## config.mk

```make
export PLATFORM = sky130hd
export DESIGN_NAME = wash_cycle_sequencer
export DESIGN_NICKNAME = d
export VERILOG_FILES = /design/src/rtl/wash_cycle_sequencer.sv
export SDC_FILE = /design/constraint.sdc
export NUM_CORES = 1
export LEC_CHECK = 0
export ABC_CLOCK_PERIOD_IN_PS = 4500
export CORE_UTILIZATION = 40
export CTS_CLUSTER_SIZE = 14
export DETAILED_ROUTE_END_ITERATION = 7
export MAX_ROUTING_LAYER = met4
export PLACE_DENSITY = 0.67
export RECOVER_POWER = 50
export SLEW_MARGIN = 20
export SYNTH_ARGS = -nofsm -noshare
export SYNTH_HDL_FRONTEND = slang
export SYNTH_SLANG_ARGS = --single-unit
```

## constraint.sdc

```tcl
create_clock -name clk -period 4.5 [get_ports clk]
set_input_delay 0.9 -clock clk [delete_from_list [all_inputs] [get_ports clk]]
set_output_delay 0.9 -clock clk [all_outputs]
set_load 0.02 [all_outputs]
```

## src/rtl/wash_cycle_sequencer.sv

```systemverilog
// Washing-machine phase sequencer: LOCK -> WASH -> RINSE -> SPIN -> DONE with a
// prescaled per-phase unit timer, pause hold, abort and door-open fault handling.
module wash_cycle_sequencer #(
  parameter int unsigned TICK_DIV = 4
) (
  input  logic       clk,
  input  logic       reset,
  input  logic       cycle_ready,
  input  logic [3:0] wash_duration,
  input  logic [3:0] rinse_duration,
  input  logic [3:0] spin_duration,
  input  logic       door_closed,
  input  logic       pause,
  input  logic       abort,
  output logic [2:0] phase,
  output logic [3:0] remaining,
  output logic       busy,
  output logic       door_lock,
  output logic       water_valve,
  output logic       motor_on,
  output logic       drain_pump,
  output logic       done,
  output logic       fault
);

  localparam int unsigned PW = (TICK_DIV > 1) ? $clog2(TICK_DIV) : 1;
  localparam logic [PW-1:0] PreLast = PW'(TICK_DIV - 1);

  typedef enum logic [2:0] {
    StIdle  = 3'd0,
    StLock  = 3'd1,
    StWash  = 3'd2,
    StRinse = 3'd3,
    StSpin  = 3'd4,
    StDone  = 3'd5,
    StFault = 3'd6
  } state_e;

  state_e        state_q, state_d;
  logic [PW-1:0] presc_q, presc_d;
  logic [3:0]    rem_q, rem_d;
  logic [3:0]    wash_q, wash_d;
  logic [3:0]    rinse_q, rinse_d;
  logic [3:0]    spin_q, spin_d;
  // Set when the last edge held a running phase because of pause.
  logic          paused_q, paused_d;
  logic          advance;

  // State, timer and latched-duration registers.
  always_ff @(posedge clk or posedge reset) begin
    if (reset) begin
      state_q  <= StIdle;
      presc_q  <= '0;
      rem_q    <= '0;
      wash_q   <= '0;
      rinse_q  <= '0;
      spin_q   <= '0;
      paused_q <= 1'b0;
    end else begin
      state_q  <= state_d;
      presc_q  <= presc_d;
      rem_q    <= rem_d;
      wash_q   <= wash_d;
      rinse_q  <= rinse_d;
      spin_q   <= spin_d;
      paused_q <= paused_d;
    end
  end

  // Next-state logic; priority abort > door fault > pause > timer.
  always_comb begin
    state_d  = state_q;
    presc_d  = presc_q;
    rem_d    = rem_q;
    wash_d   = wash_q;
    rinse_d  = rinse_q;
    spin_d   = spin_q;
    paused_d = 1'b0;
    advance  = 1'b0;

    unique case (state_q)
      StIdle: begin
        if (cycle_ready && door_closed) begin
          wash_d  = wash_duration;
          rinse_d = rinse_duration;
          spin_d  = spin_duration;
          state_d = StLock;
        end
      end
      StLock: begin
        if (abort) begin
          state_d = StIdle;
        end else if (!door_closed) begin
          state_d = StFault;
        end else begin
          state_d = StWash;
          rem_d   = wash_q;
          presc_d = '0;
        end
      end
      StWash, StRinse, StSpin: begin
        if (abort) begin
          state_d = StIdle;
          rem_d   = '0;
          presc_d = '0;
        end else if (!door_closed) begin
          state_d = StFault;
          rem_d   = '0;
          presc_d = '0;
        end else if (pause) begin
          paused_d = 1'b1;
        end else if (rem_q == 4'd0) begin
          // Zero-length phase: one clock, then move on.
          advance = 1'b1;
        end else if (presc_q == PreLast) begin
          presc_d = '0;
          if (rem_q == 4'd1) begin
            advance = 1'b1;
          end else begin
            rem_d = rem_q - 4'd1;
          end
        end else begin
          presc_d = presc_q + PW'(1);
        end
      end
      StDone: begin
        state_d = StIdle;
      end
      StFault: begin
        if (abort) begin
          state_d = StIdle;
        end
      end
      default: begin
        state_d = StIdle;
        rem_d   = '0;
        presc_d = '0;
      end
    endcase

    if (advance) begin
      presc_d = '0;
      case (state_q)
        StWash: begin
          state_d = StRinse;
          rem_d   = rinse_q;
        end
        StRinse: begin
          state_d = StSpin;
          rem_d   = spin_q;
        end
        default: begin
          state_d = StDone;
          rem_d   = '0;
        end
      endcase
    end
  end

  // Outputs decoded from registered state only.
  always_comb begin
    phase       = state_q;
    remaining   = rem_q;
    busy        = (state_q != StIdle);
    door_lock   = (state_q == StLock) || (state_q == StWash) || (state_q == StRinse) ||
                  (state_q == StSpin) || (state_q == StDone);
    water_valve = ((state_q == StWash) || (state_q == StRinse)) && !paused_q;
    motor_on    = ((state_q == StWash) || (state_q == StRinse) || (state_q == StSpin)) &&
                  !paused_q;
    drain_pump  = (state_q == StSpin) && !paused_q;
    done        = (state_q == StDone);
    fault       = (state_q == StFault);
  end

endmodule
```

==> results.md, run 1 <==
* Post-CTS Setup Repair Bufs at 0
* Syn_nets at ~140
* Core Util, Final at 53.61%
* Resized cells post-CTS at 0
* Clock group share of total power at 9.3%
* Post-synth top area share at 42.51%
* Asr flop ratio synth at between 90% and 100%
* Data required, critical path at roughly 4700 ps
* Fin nets at 173
* CTS sink cnt at 22
* Cts hold-fix bufs at 0
* Remaining DRCs at 0
* Clock skew at roughly 2 ps
* Mux share of post-synthesis cell area at 18.74%
* Vias in the first global route at 1003
* Mean Syn Cell Area at between 10 and 15 um^2
* Post-Synth XOR/XNOR Area at 1.353%
* Worst-skew pair later-pin latency at 300 ps
* Synth unique cells at 39
* Measured slew at the worst slew-check pin at 989.6 ps
* Overflow after GRT at 0
* P_leak at ~0.68 nW
* Post-Syn Area at ~0.0013 mm^2
* Post-synthesis compound-gate area fraction at 16.14%
* Post-synth top area cell: dfrtp_1
* Leading post-synthesis cells by cell area: dfrtp_1, mux2_2, a21oi_1, mux2i_1, ha_1
* Post-route setup TNS at 0 ps
* DRT antenna net count at 0
* Flop pwr share at 37.8%
* Post-synth EDFFs at 0
* Simple-gate area share of the yosys netlist at 13.43%
* Status: finished, final reports clean
* Net Switching at 0.3736 mW
* RSZ-0062 raised after global routing: false
* WL per Instance at 13.27 um
* Row count at 20
* CP Launch Type: input port
* Die W at about 60 um
* Max-Cap Viols at 0
* Hold Crit Class: flop to flop
* Power Dens Cells at 573.5 mW/mm^2
* Core ar. at a little over 0.003 mm^2
* DP HPWL at 1.949 mm
* WL final at 2.575 mm
* CTS Root Buffer Type: clkbuf_4
* Die Y at 58.90 um
* CTS tree: yes
* Most common flop cell mapped by yosys: dfrtp_1
* WS Path Type: input port to flop
* Ratio of cells with drive above 1 in the final layout at between 10% and 20%
* Pre-CTS setup slack at between 1500 and 2000 ps
* Fmax at between 0.2 and 0.3 GHz
* Pre-Repair DR Iteration Count at 4
* Initial antenna violation count at 0
* Die area at between 0.003 and 0.004 mm^2
* Ant diodes at 0
* Top-count cell post-synth: dfrtp_1
* Yosys reg bits at 22
* Vias at 1010
* Largest fanout on the critical path at 7
* Total track usage at between 15 and 20%
* Final hold violation count at 0
* Ys Warns at 0
* Initial Utilization at 42.42%
* Final worst path period share at between 70% and 80%
* DR iter-0 viols at 23
* I/O pin cnt at 32
* Clock transition at path regs at 110 ps
* Net Sw Frac at 39.80%
* Worst VDD drop at ~0.24 mV
* Largest net degree at the start of global routing at 23
* Worst Path Arrival at 3540 ps
* Final setup fails at 0
* Gate count of the mapped netlist at 120
* Shortest period the worst path allows at 3341 ps
* Synth Area in Adders at 3.671%
* First-pass GRT wire length at 4.278 mm
* Largest family of logic cells by synthesized area: multiplexers
* CTS Buf Count at 3
* Int Pwr at 0.5650 mW
* Port Buffers at 31
* Fin cells at 194
* GPL Wtd Cong at 0.8046
* Clock tree buffer depth at 2
* Fin. max-slew vios at 0
* Number of instances in the placed design at 191
* Drt via density at 5.206
* Worst slew margin at 33.44%
* Area growth from synthesis to layout at 26.38%
* H-tree Lvls at 1
* Worst Setup End Kind: flop
* Commonest cells in the netlist: dfrtp_1, mux2_2, a21oi_1, nand2_1, nor2_1
* Power share of the combinational group at between 50% and 60%
* Worst setup margin at 1159 ps
* Register area share after synthesis at a little over two fifths
-- cells in the final DEF (no fill, tap or decap), types with 2 or more instances in the layout --
cell type / count
nand3b_1: 2
mux2_1: 2
xor2_1: 2
nor2b_1: 2
clkbuf_4: 3
o21ai_0: 3
clkdlybuf4s50_1: 26
dlygate4sd3_1: 5
o22ai_1: 5
nand2_1: 7
mux2i_1: 4
and2_1: 2
dfrtp_1: 22
nor3_1: 4
a22oi_1: 4
inv_1: 5
a21boi_0: 2
mux2_2: 16
a21oi_1: 8
ha_1: 3
nor2_1: 7
-- layer usage --
layer	global-route usage [%]	up-vias	wire length (um)	share of wire (%)
met5	-	-	0	0
met4	6.122	0	31	1.2
met3	1.978	4	138	5.4
met2	30.36	34	1276	50
met1	19.05	476	1128	44
li1	-	496	-	-
-- worst paths after layout --
path | start | end | slack (ps) | depth (start not counted)
max in group asynchronous | reset | presc_q[1] | 2800 | 2
max | door_closed | phase[2] | 1160 | 6
min in group asynchronous | reset | phase[2] | 1190 | 2
min reg2reg | spin_q[2] | spin_q[2] | 520 | 1
min | spin_q[2] | spin_q[2] | 520 | 1
max reg2reg | phase[0] | phase[2] | 1520 | 5
-- power by group through the flow --
stage	logic (mW)	clock network, mW	registers, mW
after CTS	0.510	0.0910	0.355
final	0.497	0.0871	0.355
after global routing	0.545	0.0985	0.367
after detailed placement	0.507	0	0.360
after floorplan	0.383	0	0.331
after global placement	0.501	0	0.355
-- state kept, by name, summed over array words and instances (netlist names) --
signal / cells
remaining: 4
spin_q: 4
paused_q: 1
phase: 3
wash_q: 4
presc_q: 2
rinse_q: 4
-- area by class of cell --
type,count,area [um^2]
sequential,22,550.5
clock buffer,3,22.52
tap,44,55.05
fill,291,1416
inverter,6,22.52
timing repair buffer,31,310.3
multi-input combinational,88,675.6
-- critical path: stages --
cell and delay (ps):
dlygate4sd3_1 660, and2b_4 220, a21boi_0 790, o21ai_0 460, nand2_1 170, mux2_2 340
-- per-stage QoR --
stage          hold slack (ps)  instance area (um^2)  power, mW
2_1_floorplan            457.8                  1295     0.7143
3_3_place_gp             473.6                  1629     0.8561
3_5_place_dp             495.7                  1629     0.8664
4_1_cts                  523.6                  1652     0.9556
5_1_grt                  551.2                  1637      1.011
6_report                 520.7                  1637     0.9387
-- kinds of logic (layout without fill, tap and decap cells) --
kind of cell | after synthesis | in the layout
muxes | 22 | 22
AOI/OAI and AO/OA | 29 | 29
adders and majority gates | 4 | 4
buffers and inverters | 10 | 40
and+or+nand+nor | 31 | 31
xor gates and xnor gates | 2 | 2
DFF | 22 | 22
Note: power is estimated with default switching activity, not from simulation.
==> inputs of run 2 (changes only) <==
- ABC_CLOCK_PERIOD_IN_PS: 4500 -> 3250
- clock period: 4.5 -> 3.25 ns (I/O delays scaled with it)
==> results.md, run 2 (same netlist as run 1, synthesis figures left out) <==
* Clock transition at path regs at 110 ps (about the same)
* Overflow after GRT at 0 (unchanged)
* Clock group share of total power at 9.3% (about the same)
* WL per Instance at 13.24 um (-0.27%)
* WL final at 2.568 mm (-0.27%)
* Shortest period the worst path allows at 2861 ps
* Max-Cap Viols at 0 (unchanged)
* Net Sw Frac at 39.90% (+0.097 points)
* Initial antenna violation count at 0 (unchanged)
* Most common cell after layout, fill and taps aside: clkdlybuf4s50_1
* Largest fanout on the critical path at 7 (unchanged)
* CTS Root Buffer Type: clkbuf_4
* Worst hold margin at 520.0 ps (-0.7210 ps)
* WS Path Type: input port to flop
* RSZ-0062 raised after global routing: false
* Pre-Repair DR Iteration Count at 4 (unchanged)
* CTS tree: yes
* Die Y at 58.90 um (unchanged)
* Power share of the combinational group at 53.0% (about the same)
* Register area at 550.5 um^2 (unchanged)
* Core ar. at 0.003053 mm^2 (unchanged)
* Ant diodes at 0 (unchanged)
* Post-route setup TNS at 0 ps (unchanged)
* CTS Buf Count at 3 (unchanged)
* Clock tree buffer depth at 2 (unchanged)
* H-tree Lvls at 1 (unchanged)
* CTS sink cnt at 22 (unchanged)
* Net Switching at 0.5194 mW (+39%)
* DR iter-0 viols at 19 (-17%)
* Vias in the first global route at 1052 (+4.9%)
* GPL Wtd Cong at 0.8046 (unchanged)
* Worst Path Arrival at 3060 ps (-480 ps)
* Total track usage at 17.65% (+0.82 points)
* Die W at 58.90 um (unchanged)
* Final hold violation count at 0 (unchanged)
* Worst Setup End Kind: flop
* CP Launch Type: input port
* Remaining DRCs at 0 (unchanged)
* Worst hold path depth at 1 (unchanged)
* Fin. max-slew vios at 0 (unchanged)
* Status: finished, final reports clean
* Fin area at 0.001640 mm^2 (+0.23%)
* Power Dens Cells at 793.7 mW/mm^2 (+38%)
* Int Pwr at 0.7824 mW (+38%)
* P_leak at 0.6863 nW (+0.54%)
* Initial Utilization at 42.42% (unchanged)
* Drt via density at 5.242 (+0.69%)
* Hold Crit Class: flop to flop
* DP HPWL at 1.961 mm (+0.63%)
* Ratio of cells with drive above 1 in the final layout at 17.33% (+0.67 points)
* Post-CTS Setup Repair Bufs at 0 (unchanged)
* Worst slew margin at 28.71% (-4.7 points)
* Area of the multi-input gates at 679.4 um^2 (+0.56%)
* Vias at 1017 (+0.69%)
* Largest net degree at the start of global routing at 23 (unchanged)
* Worst-skew pair later-pin latency at 300 ps (about the same)
* Measured slew at the worst slew-check pin at 1060 ps (+70.22 ps)
* Resized cells post-CTS at 0 (unchanged)
* R2R depth at 5 (unchanged)
* Worst VDD drop at 0.3239 mV (+34%)
* Die area at 0.003469 mm^2 (unchanged)
* Flop pwr share at 37.6% (-0.2 points)
* Post-DP Area at 0.001629 mm^2 (unchanged)
* Clock skew at 0.7324 ps (-1.295 ps)
* I/O pin cnt at 32 (unchanged)
* Row count at 20 (unchanged)
* Data required, critical path at 3450 ps (-1250 ps)
* Reg2reg setup slack at 510 ps (-1010 ps)
* # fillers at 296 (+1.7%)
* Cts hold-fix bufs at 0 (unchanged)
* Final worst path period share at about nine tenths
* Port Buffers at 31 (unchanged)
* Area growth from synthesis to layout at 26.67%
* Fin nets at 173 (unchanged)
* First-pass GRT wire length at 4.512 mm (+5.5%)
* DRT antenna net count at 0 (unchanged)
* Fmax at approximately 0.35 GHz
* Final setup fails at 0 (unchanged)
* Most frequent cells in the layout: clkdlybuf4s50_1, dfrtp_1, mux2_2
-- run 2: cell count changes in the layout (fill, tap and decap cells not counted) --
cell / change
dlygate4sd3_1: +1
o21ai_0: -1
o21ai_2: +1
clkdlybuf4s50_1: -1
-- run 2: metal layers --
layer	share of wire, %	GRT usage, %	vias to the layer above	wire length, um
met4	0.93	5.102	0	24
met1	45	20.45	490	1156
met2	49	31.82	26	1267
li1	-	-	497	-
met5	0	-	-	0
met3	4.6	2.198	4	118
-- run 2: power by group through the flow --
stage	combinational (mW)	sequential [mW]	clock [mW]
floorplan	0.530	0.459	0
global route	0.764	0.510	0.136
CTS	0.706	0.490	0.125
detailed placement	0.702	0.498	0
finish	0.690	0.490	0.122
global placement	0.694	0.491	0
-- run 2: per-stage QoR --
step | util [%] | setup WS (ps) | power (mW) | std cells
6_report | 53.73 | 389.5 | 1.302 | 194
5_1_grt | 53.73 | 198.3 | 1.410 | 194
4_1_cts | 54.10 | 361.8 | 1.322 | 194
3_5_place_dp | 53.36 | 640.4 | 1.199 | 191
3_3_place_gp | 53.36 | 663.5 | 1.185 | 191
2_1_floorplan | - | 1259 | 0.9890 | 120
-- run 2: area by class of cell --
type / count / area share [%]
multi-input cells: 88 / 41.42
flip-flops and latches: 22 / 33.56
repair buffers: 31 / 18.92
well taps: 44 / 3.356
clock buffers: 3 / 1.373
inverters: 6 / 1.373
-- run 2: worst max-delay path, cell delays in order --
cell and delay (ps):
dlygate4sd3_1 660, and2b_4 220, a21boi_0 840, o21ai_2 220
nand2_1 130, mux2_2 330
-- run 2: path summary, 6_finish.rpt --
kind                        startpoint    endpoint
min                          spin_q[2]   spin_q[2]
max                        door_closed    phase[2]
max reg2reg                   phase[0]    phase[2]
min in group asynchronous        reset    phase[2]
max in group asynchronous        reset  presc_q[0]
min reg2reg                  spin_q[2]   spin_q[2]
==> inputs of run 3 (changes only) <==
- ABC_AREA: unset -> 1
- ABC_CLOCK_PERIOD_IN_PS: 3250 -> 3000
- SKIP_LAST_GASP: unset -> 1
- clock period: 3.25 -> 3 ns (I/O delays scaled with it)
==> results.md, run 3 <==
* Initial antenna violation count at 0 (unchanged)
* Initial Utilization at 42.96% (+0.54 points)
* Worst path top cell family by delay: buffers and inverters
* WL per Instance at 11.24 um (-15%)
* Shortest period the worst path allows at 2626 ps
* Net Switching at 0.6556 mW (+26%)
* Most common flop cell mapped by yosys: dfrtp_1
* Cts hold-fix bufs at 0 (unchanged)
* Worst slew margin at 45.99% (+17 points)
* Clock group share of total power at 11.1% (+1.8 points)
* Ys Warns at 0 (unchanged)
* Pre-Repair DR Iteration Count at 4 (unchanged)
* Worst-skew pair later-pin latency at 310 ps (about the same)
* Worst path bufs/invs at 2 (+1)
* CP Launch Type: flop
* Largest fanout on the critical path at 7 (unchanged)
* CTS Buf Count at 3 (unchanged)
* DP HPWL at 2.333 mm (+19%)
* Post-Syn Area at 0.001344 mm^2 (+3.8%)
* Crit-path slowest cell: clkdlybuf4s50_1
* Overflow after GRT at 0 (unchanged)
* Register area share after synthesis at 40.97% (-1.5 points)
* First-pass GRT wire length at 4.995 mm (+11%)
* Worst setup path start: phase[1]
* Post-synth top area cell: dfrtp_1
* Vias at 1199 (+18%)
* WL final at 2.822 mm (+9.9%)
* Final worst path period share at between 80% and 90%
* Met3 Track Usage GR at 3.247% (+1.0 points)
* I/O pin cnt at 32 (unchanged)
* Vias in the first global route at 1154 (+9.7%)
* Die W at 59.96 um (+1.8%)
* Synth unique cells at 25 (-36%)
* P_leak at 0.8629 nW (+26%)
* Leading post-synthesis cells by cell area: dfrtp_1, nand2_1, mux2_2, o21ai_0, inv_1
* DRT antenna net count at 0 (unchanged)
* H-tree Lvls at 1 (unchanged)
* Top-count cell post-synth: nand2_1
* CTS Root Buffer Type: clkbuf_4
* Most used cell along the critical path: nor2_1
* Power Dens Cells at 867.1 mW/mm^2 (+9.3%)
* Mean Syn Cell Area at 7.768 um^2 (-28%)
* Status: finished, final reports clean
* Remaining DRCs at 0 (unchanged)
* Post-CTS Setup Repair Bufs at 0 (unchanged)
* Grt met1 use at 24.76% (+4.3 points)
* Net Sw Frac at 43.85% (+4.0 points)
* Crit-path cells: nor2_1 -> nand2_2 -> nand2_4 -> inv_2 -> nor2_1 -> clkdlybuf4s50_1
* Die Y at 59.96 um (+1.8%)
* Die area at 0.003595 mm^2 (+3.6%)
* Worst Setup End Kind: primary output
* Area growth from synthesis to layout at 28.31%
* Post-route setup TNS at 0 ps (unchanged)
* Fmax at 0.3808 GHz
* Max-Cap Viols at 0 (unchanged)
* Power share of the combinational group at 55.2% (+2.2 points)
* Ant diodes at 0 (unchanged)
* Port Buffers at 31 (unchanged)
* Ratio of cells with drive above 1 in the final layout at 13.53% (-3.8 points)
* Gate count of the mapped netlist at 173 (+44%)
* DR iter-0 viols at 51 (+32)
* Post-synth EDFFs at 0 (unchanged)
* RSZ-0062 raised after global routing: false
* Most common cell after layout, fill and taps aside: nand2_1
* Fin nets at 229 (+32%)
* Most frequent cells in the layout: nand2_1, clkdlybuf4s50_1, dfrtp_1
* Row count at 20 (unchanged)
* Clock tree buffer depth at 2 (unchanged)
* Resized cells post-CTS at 0 (unchanged)
* Largest net degree at the start of global routing at 23 (unchanged)
* Post-synth top area share at 40.97% (-1.5 points)
* Int Pwr at 0.8394 mW (+7.3%)
* Commonest cells in the netlist: nand2_1, dfrtp_1, inv_1, nor2_1, o21ai_0
* Syn_nets at 194 (+38%)
* WS Path Type: flop to primary output
* Worst path max stage delay at 610 ps (-230 ps)
* Final hold violation count at 0 (unchanged)
* Flop pwr share at 33.7% (-3.9 points)
* Hold Crit Class: flop to flop
* Worst VDD drop at 0.4338 mV (+34%)
* Measured slew at the worst slew-check pin at 809.2 ps (-250.5 ps)
* CTS sink cnt at 22 (unchanged)
* GPL Wtd Cong at 0.8561 (+6.4%)
* CTS tree: yes
* Drt via density at 4.777 (-8.9%)
* Post-DP Area at 0.001698 mm^2 (+4.2%)
* Total track usage at 19.08% (+1.4 points)
* Data required, critical path at 2400 ps (-1050 ps)
* Fin area at 0.001724 mm^2 (+5.1%)
* FF-to-FF Start: phase[1]
* Worst Path Arrival at 2030 ps (-1030 ps)
* Fin. max-slew vios at 0 (unchanged)
* Asr flop ratio synth at 100.0% (unchanged)
* Clock skew at 2.724 ps (+1.992 ps)
* Final setup fails at 0 (unchanged)
* Core ar. at 0.003128 mm^2 (+2.5%)
* Yosys reg bits at 22 (unchanged)
* Met2 Track Usage GR at 30.63% (-1.2 points)
* Hold_sp: wash_q[3]
* Busiest grt layer: met2
* Clock transition at path regs at 120 ps (about the same)
==> run 3: cell count changes after synthesis, sizes merged, moves of 4 or more <==
cell,delta
o22ai,-5
nor2,+8
mux2i,-4
inv,+14
nand2,+60
mux2,-10
a22oi,-4
nand3,+9
o21ai,+9
==> run 3: cell families (layout without fill, tap and decap cells) <==
group | after synthesis | after routing | synth area share, %
AO/OA/AOI/OAI | 19 | 19 | 8.381
XOR/XNOR | 1 | 1 | 0.6519
adder cells (fa/ha/maj) | 3 | 3 | 2.794
buffers and inverters | 22 | 56 | 6.796
flip-flops | 22 | 22 | 40.97
multiplexers | 8 | 8 | 7.262
AND/OR/NAND/NOR | 98 | 98 | 33.15
==> run 3: area by class of cell <==
class | instances | area [um^2]
fillers | 311 | 1404
multi-input cells | 129 | 691.9
flip-flops and latches | 22 | 550.5
repair buffers | 31 | 310.3
inverters | 21 | 80.08
well taps | 44 | 55.05
clock buffers | 4 | 36.28
==> run 3: routing by layer <==
layer	share of wire (%)	vias up	wire, um
met1	48	556	1367
met2	48	26	1345
li1	-	615	-
met4	0.53	0	15
met3	3.3	2	94
met5	0	-	0
==> run 3: per-stage QoR <==
| stage | instances | setup slack (ps) | power (mW) | hold slack, ps | utilization [%] |
|---|---|---|---|---|---|
| after global placement | 247 | 760.9 | 1.336 | 494.5 | 54.28 |
| after floorplan | 173 | 1171 | 1.079 | 477.2 | - |
| final | 251 | 373.7 | 1.495 | 524.9 | 55.12 |
| after global routing | 251 | 215.4 | 1.633 | 560.0 | 55.12 |
| after detailed placement | 247 | 725.8 | 1.355 | 502.0 | 54.28 |
| after CTS | 251 | 361.3 | 1.521 | 530.7 | 55.44 |
==> run 3: path summary, 6_finish.rpt <==
check,end,slack [ps],depth (start not counted)
worst max-delay path,motor_on,370,6
worst min-delay path,wash_q[3],520,1
worst max register to register,wash_q[1],1180,5
worst min register to register,wash_q[3],520,1
max in group asynchronous,presc_q[0],1630,2
min in group asynchronous,spin_q[1],870,2
==> run 3: worst register-to-register path: cells and delay by family (launching register included) <==
kind	cells	cell delay [ps]
flip-flops	1	480
buffers and inverters	1	100
AND/OR/NAND/NOR	3	710
multiplexers	1	430
==> run 3: power groups by stage <==
| stage | logic (mW) | registers (mW) | clock network (mW) |
|---|---|---|---|
| 4_1_cts | 0.843 | 0.508 | 0.170 |
| 3_3_place_gp | 0.828 | 0.509 | 0 |
| 3_5_place_dp | 0.841 | 0.514 | 0 |
| 6_report | 0.826 | 0.503 | 0.166 |
| 2_1_floorplan | 0.556 | 0.523 | 0 |
| 5_1_grt | 0.927 | 0.525 | 0.181 |
